===== src/rtl/irq_request_latch.sv =====
// irq_request_latch
// -----------------
// Front-end stage that sits directly upstream of the 8-to-3 priority encoder.
// It synchronizes eight raw request lines and latches them into a pending
// register. Pending requests can be masked. The stage then presents the result
// to the encoder and handshakes the chosen index back in. Only one request is
// in service at a time, and an end-of-interrupt handshake releases it. The
// priority decision itself is left to the encoder.
//
// Ports:
//   clk_i         single clock, all logic on the rising edge
//   reset_i       synchronous active-high reset, clears all state
//   request_i     raw asynchronous request lines, bit 7 highest priority
//   maskWrite_i   load the mask register from maskData_i this cycle
//   maskData_i    new mask value (1 = masked)
//   ack_i         consumer accepts the currently presented request
//   ackIndex_i    index being accepted (encoder output)
//   eoi_i         end of service for the in-service request
//   pending_o     pend & ~mask, feeds the encoder input
//   notEn_o       encoder enable, active-low, 0 only while requesting
//   irq_o         request to the consumer, 1 only while requesting
//   inService_o   one-hot in-service request, all-zero when none
//   mask_o        current mask register
//   ackErr_o      one-cycle pulse on an illegal ack
module irq_request_latch #(
  parameter bit         EDGE_MODE   = 1'b1,
  parameter int         SYNC_STAGES = 2,
  parameter logic [7:0] MASK_RESET  = 8'hFF
) (
  input  logic       clk_i,
  input  logic       reset_i,
  input  logic [7:0] request_i,
  input  logic       maskWrite_i,
  input  logic [7:0] maskData_i,
  input  logic       ack_i,
  input  logic [2:0] ackIndex_i,
  input  logic       eoi_i,
  output logic [7:0] pending_o,
  output logic       notEn_o,
  output logic       irq_o,
  output logic [7:0] inService_o,
  output logic [7:0] mask_o,
  output logic       ackErr_o
);

  typedef enum logic [1:0] {
    IDLE,
    REQ,
    SERVICE
  } state_t;

  // Synchronizer chain per line, plus one extra history flop for edge detect.
  logic [7:0] sync_q [SYNC_STAGES];
  logic [7:0] prev_q;
  logic [7:0] syncOut;
  logic [7:0] setVec;

  state_t     state_q, state_d;
  logic [7:0] pend_q, pend_d;
  logic [7:0] mask_q, mask_d;
  logic [7:0] inService_q, inService_d;
  logic       ackErr_q, ackErr_d;

  logic [7:0] valid;
  logic [7:0] clrVec;
  logic       ackLegal;

  assign syncOut = sync_q[SYNC_STAGES-1];

  // In edge mode a line only pends on its synchronized rising edge.
  // In level mode it pends on every cycle that it is high.
  assign setVec = EDGE_MODE ? (syncOut & ~prev_q) : syncOut;

  // Requests that are pending and not masked.
  assign valid    = pend_q & ~mask_q;
  assign ackLegal = (state_q == REQ) && ack_i && valid[ackIndex_i];

  // Synchronizer and edge-history flops. They clear on reset, so a line that
  // is already high when reset deasserts is seen as one fresh rising edge.
  always_ff @(posedge clk_i) begin
    if (reset_i) begin
      for (int i = 0; i < SYNC_STAGES; i++) begin
        sync_q[i] <= '0;
      end
      prev_q <= '0;
    end else begin
      sync_q[0] <= request_i;
      for (int i = 1; i < SYNC_STAGES; i++) begin
        sync_q[i] <= sync_q[i-1];
      end
      prev_q <= syncOut;
    end
  end

  // Next-state logic for the request FSM, the pend/in-service registers and
  // the mask. The decision is taken against the mask as it stands now, so a
  // mask write only affects the FSM from the following cycle.
  always_comb begin
    state_d     = state_q;
    inService_d = inService_q;
    ackErr_d    = 1'b0;
    clrVec      = '0;
    mask_d      = maskWrite_i ? maskData_i : mask_q;

    unique case (state_q)
      IDLE: begin
        if (ack_i) ackErr_d = 1'b1;
        if (valid != '0) state_d = REQ;
      end
      REQ: begin
        if (ackLegal) begin
          clrVec      = 8'b1 << ackIndex_i;
          inService_d = 8'b1 << ackIndex_i;
          state_d     = SERVICE;
        end else begin
          if (ack_i) ackErr_d = 1'b1;
          if (valid == '0) state_d = IDLE;
        end
      end
      SERVICE: begin
        if (ack_i) ackErr_d = 1'b1;
        if (eoi_i) begin
          inService_d = '0;
          state_d     = IDLE;
        end
      end
      default: state_d = IDLE;
    endcase

    // If a bit is set and cleared in the same cycle, the set wins, so a
    // rising edge that arrives together with its ack is not lost.
    pend_d = (pend_q & ~clrVec) | setVec;
  end

  // State registers. Reset overrides every other input, including a request
  // that is in the middle of service.
  always_ff @(posedge clk_i) begin
    if (reset_i) begin
      state_q     <= IDLE;
      pend_q      <= '0;
      mask_q      <= MASK_RESET;
      inService_q <= '0;
      ackErr_q    <= 1'b0;
    end else begin
      state_q     <= state_d;
      pend_q      <= pend_d;
      mask_q      <= mask_d;
      inService_q <= inService_d;
      ackErr_q    <= ackErr_d;
    end
  end

  // Pending is never gated by state. The encoder is enabled only while in REQ.
  assign pending_o   = pend_q & ~mask_q;
  assign irq_o       = (state_q == REQ);
  assign notEn_o     = ~(state_q == REQ);
  assign inService_o = inService_q;
  assign mask_o      = mask_q;
  assign ackErr_o    = ackErr_q;

endmodule


===== config.mk =====
export PLATFORM = sky130hd
export DESIGN_NAME = irq_request_latch
export DESIGN_NICKNAME = d
export VERILOG_FILES = /design/src/rtl/irq_request_latch.sv
export SDC_FILE = /design/constraint.sdc
export NUM_CORES = 1
export LEC_CHECK = 0
export BUFFER_PORTS_ARGS = -buffer_cell sky130_fd_sc_hd__buf_2
export CAP_MARGIN = 30
export CORE_AREA = 8 8 74 76
export CTS_CLUSTER_SIZE = 12
export DETAILED_ROUTE_END_ITERATION = 7
export DIE_AREA = 0 0 82 84
export PLACE_DENSITY = 0.86
export SLEW_MARGIN = 20
export SYNTH_ARGS = -nofsm -noshare
export SYNTH_HDL_FRONTEND = slang
export SYNTH_SLANG_ARGS = --single-unit

===== constraint.sdc =====
create_clock -name clk_i -period 1.9 [get_ports clk_i]
set_input_delay 0.19 -clock clk_i [delete_from_list [all_inputs] [get_ports clk_i]]
set_output_delay 0.19 -clock clk_i [all_outputs]
set_load 0.01 [all_outputs]

==> results of run 1 <==
-- flip-flops by register name, indices dropped and copies added, names as in the netlist --
register and count:
ackErr_o 1, inService_o 8, mask_o 8, pend_q 8, prev_q 8, state_q 2
sync_q 16
-- cell families (layout without fill, tap and decap cells) --
family                 Yosys count  count (layout)  share of synthesized area
buffers and inverters           16              68                     0.0425
flip-flops                      51              51                      0.475
AO/OA/AOI/OAI                   33              33                      0.197
AND/OR/NAND/NOR                 97              97                      0.286
-- worst max-delay path, stage by stage (launching register included) --
cell	delay [ns]
dfxtp_1	0.33
nand2b_1	0.19
a221oi_4	0.43
and3_4	0.45
a311oi_1	0.16
-- per-stage QoR --
stage / hold slack [ns] / worst slack (ns) / util / instances / area [µm²]
2_1_floorplan: 0.308 / 0.382 / - / 197 / 2150
3_3_place_gp: 0.393 / 0.236 / 0.570 / 293 / 2430
3_5_place_dp: 0.401 / 0.185 / 0.570 / 293 / 2430
4_1_cts: 0.0673 / 0.198 / 0.592 / 301 / 2520
5_1_grt: 0.0647 / 0.0969 / 0.592 / 301 / 2520
6_report: 0.0729 / 0.194 / 0.592 / 301 / 2520
-- how the worst min path moves through the flow --
| stage | start | endpoint | slack, ns |
|---|---|---|---|
| 2_1_floorplan | maskData_i[0] | mask_o[0]$_SDFFE_PP1P_ | 0.31 |
| 3_5_place_dp | maskData_i[0] | mask_o[0]$_SDFFE_PP1P_ | 0.40 |
| 5_1_grt | maskData_i[3] | mask_o[3]$_SDFFE_PP1P_ | 0.06 |
| 4_1_cts | maskData_i[0] | mask_o[0]$_SDFFE_PP1P_ | 0.07 |
| 3_3_place_gp | maskData_i[0] | mask_o[0]$_SDFFE_PP1P_ | 0.39 |
| 6_report | maskData_i[0] | mask_o[0]$_SDFFE_PP1P_ | 0.07 |
-- cell type report --
type	instances	area, µm²	share of cell area
multi-input combinational	130	1040	0.412
clock buffer	5	68.8	0.0273
timing repair buffer	55	288	0.114
tap	52	65.1	0.0258
sequential	51	1020	0.405
inverter	5	18.8	0.00744
clock inverter	3	22.5	0.00893
-- routing by layer --
metal / part of all wire / track usage / wire length (µm)
met4: 0.020 / 0.0623 / 90
met1: 0.46 / 0.173 / 2020
met5: 0 / 0 / 0
met3: 0.074 / 0.0377 / 327
met2: 0.45 / 0.203 / 1980
-- power groups by stage --
| stage | Sequential [mW] | Clock (mW) | Combinational (mW) |
|---|---|---|---|
| after floorplan | 1.16 | 0 | 0.133 |
| after global placement | 1.16 | 0 | 0.204 |
| after detailed placement | 1.16 | 0 | 0.209 |
| after CTS | 1.14 | 0.658 | 0.210 |
| after global routing | 1.14 | 0.705 | 0.231 |
| final | 1.14 | 0.641 | 0.209 |
-- cells in the final DEF, fill, tap and decap left out --
| cell | n |
|---|---|
| a211oi_2 | 2 |
| a31oi_1 | 1 |
| o31ai_4 | 8 |
| nand2_2 | 1 |
| nor3_2 | 1 |
| nor2b_2 | 1 |
| o221a_4 | 1 |
| nor3b_1 | 1 |
| inv_1 | 5 |
| o21a_1 | 1 |
| buf_4 | 5 |
| o311ai_2 | 1 |
| nor3_1 | 1 |
| clkbuf_8 | 5 |
| nand4_1 | 8 |
| or3b_2 | 1 |
| a221oi_4 | 1 |
| buf_2 | 50 |
| a211o_1 | 10 |
| a21oi_1 | 2 |
| dfxtp_1 | 51 |
| nand3_1 | 2 |
| nand2_1 | 1 |
| clkinv_2 | 1 |
| a311oi_1 | 5 |
| and3_4 | 2 |
| nand2b_1 | 10 |
| and2_1 | 1 |
| nand3b_1 | 10 |
| nor2b_1 | 48 |
| a221o_1 | 1 |
| nor4_1 | 2 |
| nor2_1 | 7 |
| inv_6 | 2 |
==> results_dict.tcl, run 1 <==
set metrics [dict create \
    startpoint_type "flop" \
    reg2reg_setup_slack_ns 0.19 \
    area_growth_pct 17.3 \
    seq_area_frac_synth 0.475 \
    netSwitchingFraction 0.255 \
    p_clk_frac 0.323 \
    wirelength_um 4420 \
    grt_usage 0.136 \
    hold_buffers 0 \
    dieHeight_um 84 \
    peakVddDrop_mv 0.548 \
    fin_crit_ns 1.71 \
    crit_required_ns 2.08 \
    drt-initial-drc-count 89 \
    cts_resized 0 \
    worstSetupEndpoint "pend_q[4]$_SDFF_PP0_" \
    max_freq_mhz 586 \
    insertion_delay_ns 0.31 \
    power.density_nw_per_um2 788 \
    drv_cap 0 \
    max_slew.worst_pin.slew_ns 0.372 \
    grt_pass1_wl_um 7370 \
    dieArea_um2 6890 \
    synthTopCellsByArea "dfxtp_1, nor2b_1, o31ai_4, a211o_1, nand3b_1" \
    min_path_cells 2 \
    slew_headroom 0.752 \
    syn_inst 197 \
    setup_viol 0 \
    ys_ff_latch 51 \
    initial_core_util 0.504 \
    post_cts_buffers 0 \
    finalHoldViolCount 0 \
    worst_clock_skew_ns 0.00265 \
    status "complete, no violations" \
    wl_per_cell_um 14.7 \
    dr.pass1.iters 4 \
    die_width_um 82 \
    leakage_nw 1.05 \
    hpwl_um 3350 \
    layout.nets 272 \
    rsz0062_at_grt "false" \
    fillers 380 \
    crit_start "mask_o[5]$_SDFFE_PP1P_" \
    p_seq_frac 0.572 \
    via_per_inst 5.11 \
    total_power_mw 1.99 \
    pwr-share-comb 0.105 \
    finalCritPeriodShare 0.898 \
    routabilityCongestion 0.885 \
    cts_root_buf "clkbuf_8" \
    port_buffers 50 \
    setup_tns_ns 0 \
    switchingPower_mw 0.508 \
    reg2reg_depth 4 \
    cts_tree "done" \
    synth-edff-count 0 \
    syn_nets 221 \
    ant_nets 0 \
    yosys-top-cells-count "dfxtp_1, nor2b_1, a211o_1, nand2b_1, nand3b_1" \
    cts_max_level 2 \
    core_um2 4260 \
    r2r_start "mask_o[5]$_SDFFE_PP1P_" \
    end_kind "flop" \
    async_reset_ff_frac 0 \
    grt_pass1_vias 1552 \
    synth.avg_cell_area_um2 10.9 \
    ys_types 32 \
    max-clock-path-buffers 2 \
    min_path_type "primary input to flop" \
    diodes 0 \
    cp_max_fo 12 \
    cts_buffers 5 \
    yosysTopAreaCell "dfxtp_1" \
    maxSlewViolCount 0 \
    numClockSinks 51 \
    cp_data_arrival_time_ns 1.88 \
    synth_top_area_share 0.475 \
    grt_overflow 0 \
    clk_pin_slew_worst_paths_ns 0.09 \
    antenna_found_initial 0 \
    synth_warnings 0 \
    rows 24 \
    syn_area_um2 2150 \
    grt_max_degree 23 \
    internal-power_mw 1.48 \
    ios 51 \
    synth_flop_cell "dfxtp_1" \
    drc 0 \
    drive_above_1_share 0.329 \
    rr_endpoint "pend_q[4]$_SDFF_PP0_" \
    vias 1539 \
    yosysMostFrequentCell "dfxtp_1" \
    crit_type "flop to flop" \
]
Power figures use the tool's default switching activity.
==> inputs of run 2 (changes only) <==
==> constraint.sdc (replaced) <==
create_clock -name clk_i -period 1.9 [get_ports clk_i]
set_input_delay 0.19 -clock clk_i [delete_from_list [all_inputs] [get_ports clk_i]]
set_output_delay 0.19 -clock clk_i [all_outputs]
set_load 0.1 [all_outputs]
==> run 2 against run 1 <==
  * Clock skew increased by 0.0046 ns
  * Sequential cell count unchanged
  * Wire length increased by 6.9%
  * First-iteration DRC count increased by 19%
  * Die area unchanged
  * Critical path type unchanged
==> results_dict.tcl, run 2 (same netlist as run 1, synthesis figures left out) <==
set metrics [dict create \
    status "complete, no violations" \
    cts_root_buf "clkbuf_8" \
    dieArea_um2 6890 \
    reg2reg_setup_slack_ns 0.16 \
    clk_pin_slew_worst_paths_ns 0.10 \
    leakage_nw 1.02 \
    rsz0062_at_grt "false" \
    cts_resized 0 \
    hold_buffers 0 \
    grt_pass1_vias 1649 \
    min_path_type "primary input to flop" \
    peakVddDrop_mv 0.550 \
    path_cells "nand2b_1 -> a221oi_4 -> and3_4 -> a311oi_1" \
    crit_slowest_cell "and3_4" \
    worstSetupEndpoint "pend_q[5]$_SDFF_PP0_" \
    diodes 0 \
    reg2reg_depth 4 \
    insertion_delay_ns 0.30 \
    port_buffers 50 \
    critPathMaxStageDelay_ns 0.45 \
    antenna_found_initial 0 \
    area_growth_pct 20.5 \
    fillers 356 \
    die_width_um 82 \
    grt_pass1_wl_um 7760 \
    grt_usage 0.142 \
    top_register "sync_q" \
    cts_max_level 2 \
    grt_max_degree 34 \
    core_um2 4260 \
    final_util 0.608 \
    crit_required_ns 2.06 \
    slew_headroom 0.620 \
    drv_cap 0 \
    cp_max_fo 12 \
    wirelength_um 4720 \
    drc 0 \
    layout_commonest_cell "buf_2" \
    final_cell_mix "buf_2, dfxtp_1, nor2b_1" \
    layout.nets 270 \
    maxSlewViolCount 0 \
    end_kind "flop" \
    hpwl_um 3600 \
    rr_endpoint "pend_q[5]$_SDFF_PP0_" \
    vias 1581 \
    drive_above_1_share 0.397 \
    via_per_inst 5.29 \
    fin_crit_ns 1.74 \
    ios 51 \
    largest_reg_flops 16 \
    max_freq_mhz 573 \
    finalCritPeriodShare 0.918 \
    max_slew.worst_pin.slew_ns 0.570 \
    initial_core_util 0.504 \
    max-clock-path-buffers 2 \
    drt-initial-drc-count 106 \
    post_cts_buffers 0 \
    dieHeight_um 84 \
    ant_nets 0 \
    worst_clock_skew_ns 0.00725 \
    finalHoldViolCount 0 \
    grt_overflow 0 \
    dr.pass1.iters 4 \
    cts_buffers 5 \
    setup_viol 0 \
    crit_start "mask_o[5]$_SDFFE_PP1P_" \
    cts_tree "done" \
    setup_tns_ns 0 \
    crit_type "flop to flop" \
    startpoint_type "flop" \
    power.density_nw_per_um2 820 \
    numClockSinks 51 \
    cp_data_arrival_time_ns 1.91 \
    rows 24 \
    r2r_start "mask_o[5]$_SDFFE_PP1P_" \
    routabilityCongestion 0.889 \
    wl_per_cell_um 15.8 \
]
[run 2: cell count changes in the layout (fill, tap and decap cells not counted), moves of 2 or more]
cell        change
clkinvlp_4      +3
dfxtp_1         -8
inv_1           -2
dfxtp_2         +3
dfxtp_4         +5
buf_4           -2
nor2b_1         -7
nor2b_4         +7
[run 2: routing by layer]
layer	wire length, µm	global-route usage	share of wire
met5	0	0	0
met2	2390	0.251	0.51
met4	41	0.0415	0.0087
met3	349	0.0334	0.074
met1	1940	0.162	0.41
[run 2: worst min path at each step]
stage	slack [ns]	cells after the start	from	to
after floorplan	0.31	1	maskData_i[0]	mask_o[0]$_SDFFE_PP1P_
after global placement	0.39	2	maskData_i[0]	mask_o[0]$_SDFFE_PP1P_
after detailed placement	0.40	2	maskData_i[7]	mask_o[7]$_SDFFE_PP1P_
after CTS	0.08	2	request_i[7]	sync_q[0][7]$_SDFF_PP0_
after global routing	0.09	2	maskData_i[7]	mask_o[7]$_SDFFE_PP1P_
final	0.09	2	maskData_i[7]	mask_o[7]$_SDFFE_PP1P_
[run 2: report_power, final]
group,switching [mW],internal [mW]
Combinational,0.251,0.105
Sequential,0.0296,1.11
Clock,0.364,0.265
[run 2: stage by stage]
step	instance area (µm²)	instances	total power [mW]	worst slack, ns	hold WS [ns]
floorplan	2240	197	1.45	0.00621	0.308
global placement	2500	291	1.51	0.225	0.392
detailed placement	2500	291	1.52	0.175	0.401
CTS	2590	299	2.14	0.162	0.0824
global route	2590	299	2.22	0.0396	0.0857
finish	2590	299	2.13	0.155	0.0884
[run 2: cell type report]
| cell class | count | area (µm²) | area share |
|---|---|---|---|
| Timing Repair Buffer | 53 | 273 | 0.105 |
| Clock inverter | 3 | 22.5 | 0.00869 |
| Sequential cell | 51 | 1040 | 0.403 |
| Tap cell | 52 | 65.1 | 0.0251 |
| Clock buffer | 5 | 68.8 | 0.0265 |
| Inverter | 5 | 26.3 | 0.0101 |
| Multi-Input combinational cell | 130 | 1090 | 0.422 |
[run 2: critical path, delay by kind of cell (launching register included)]
kind / cells / cell delay (ns)
simple gates: 2 / 0.66
compound gates: 2 / 0.59
flops: 1 / 0.35
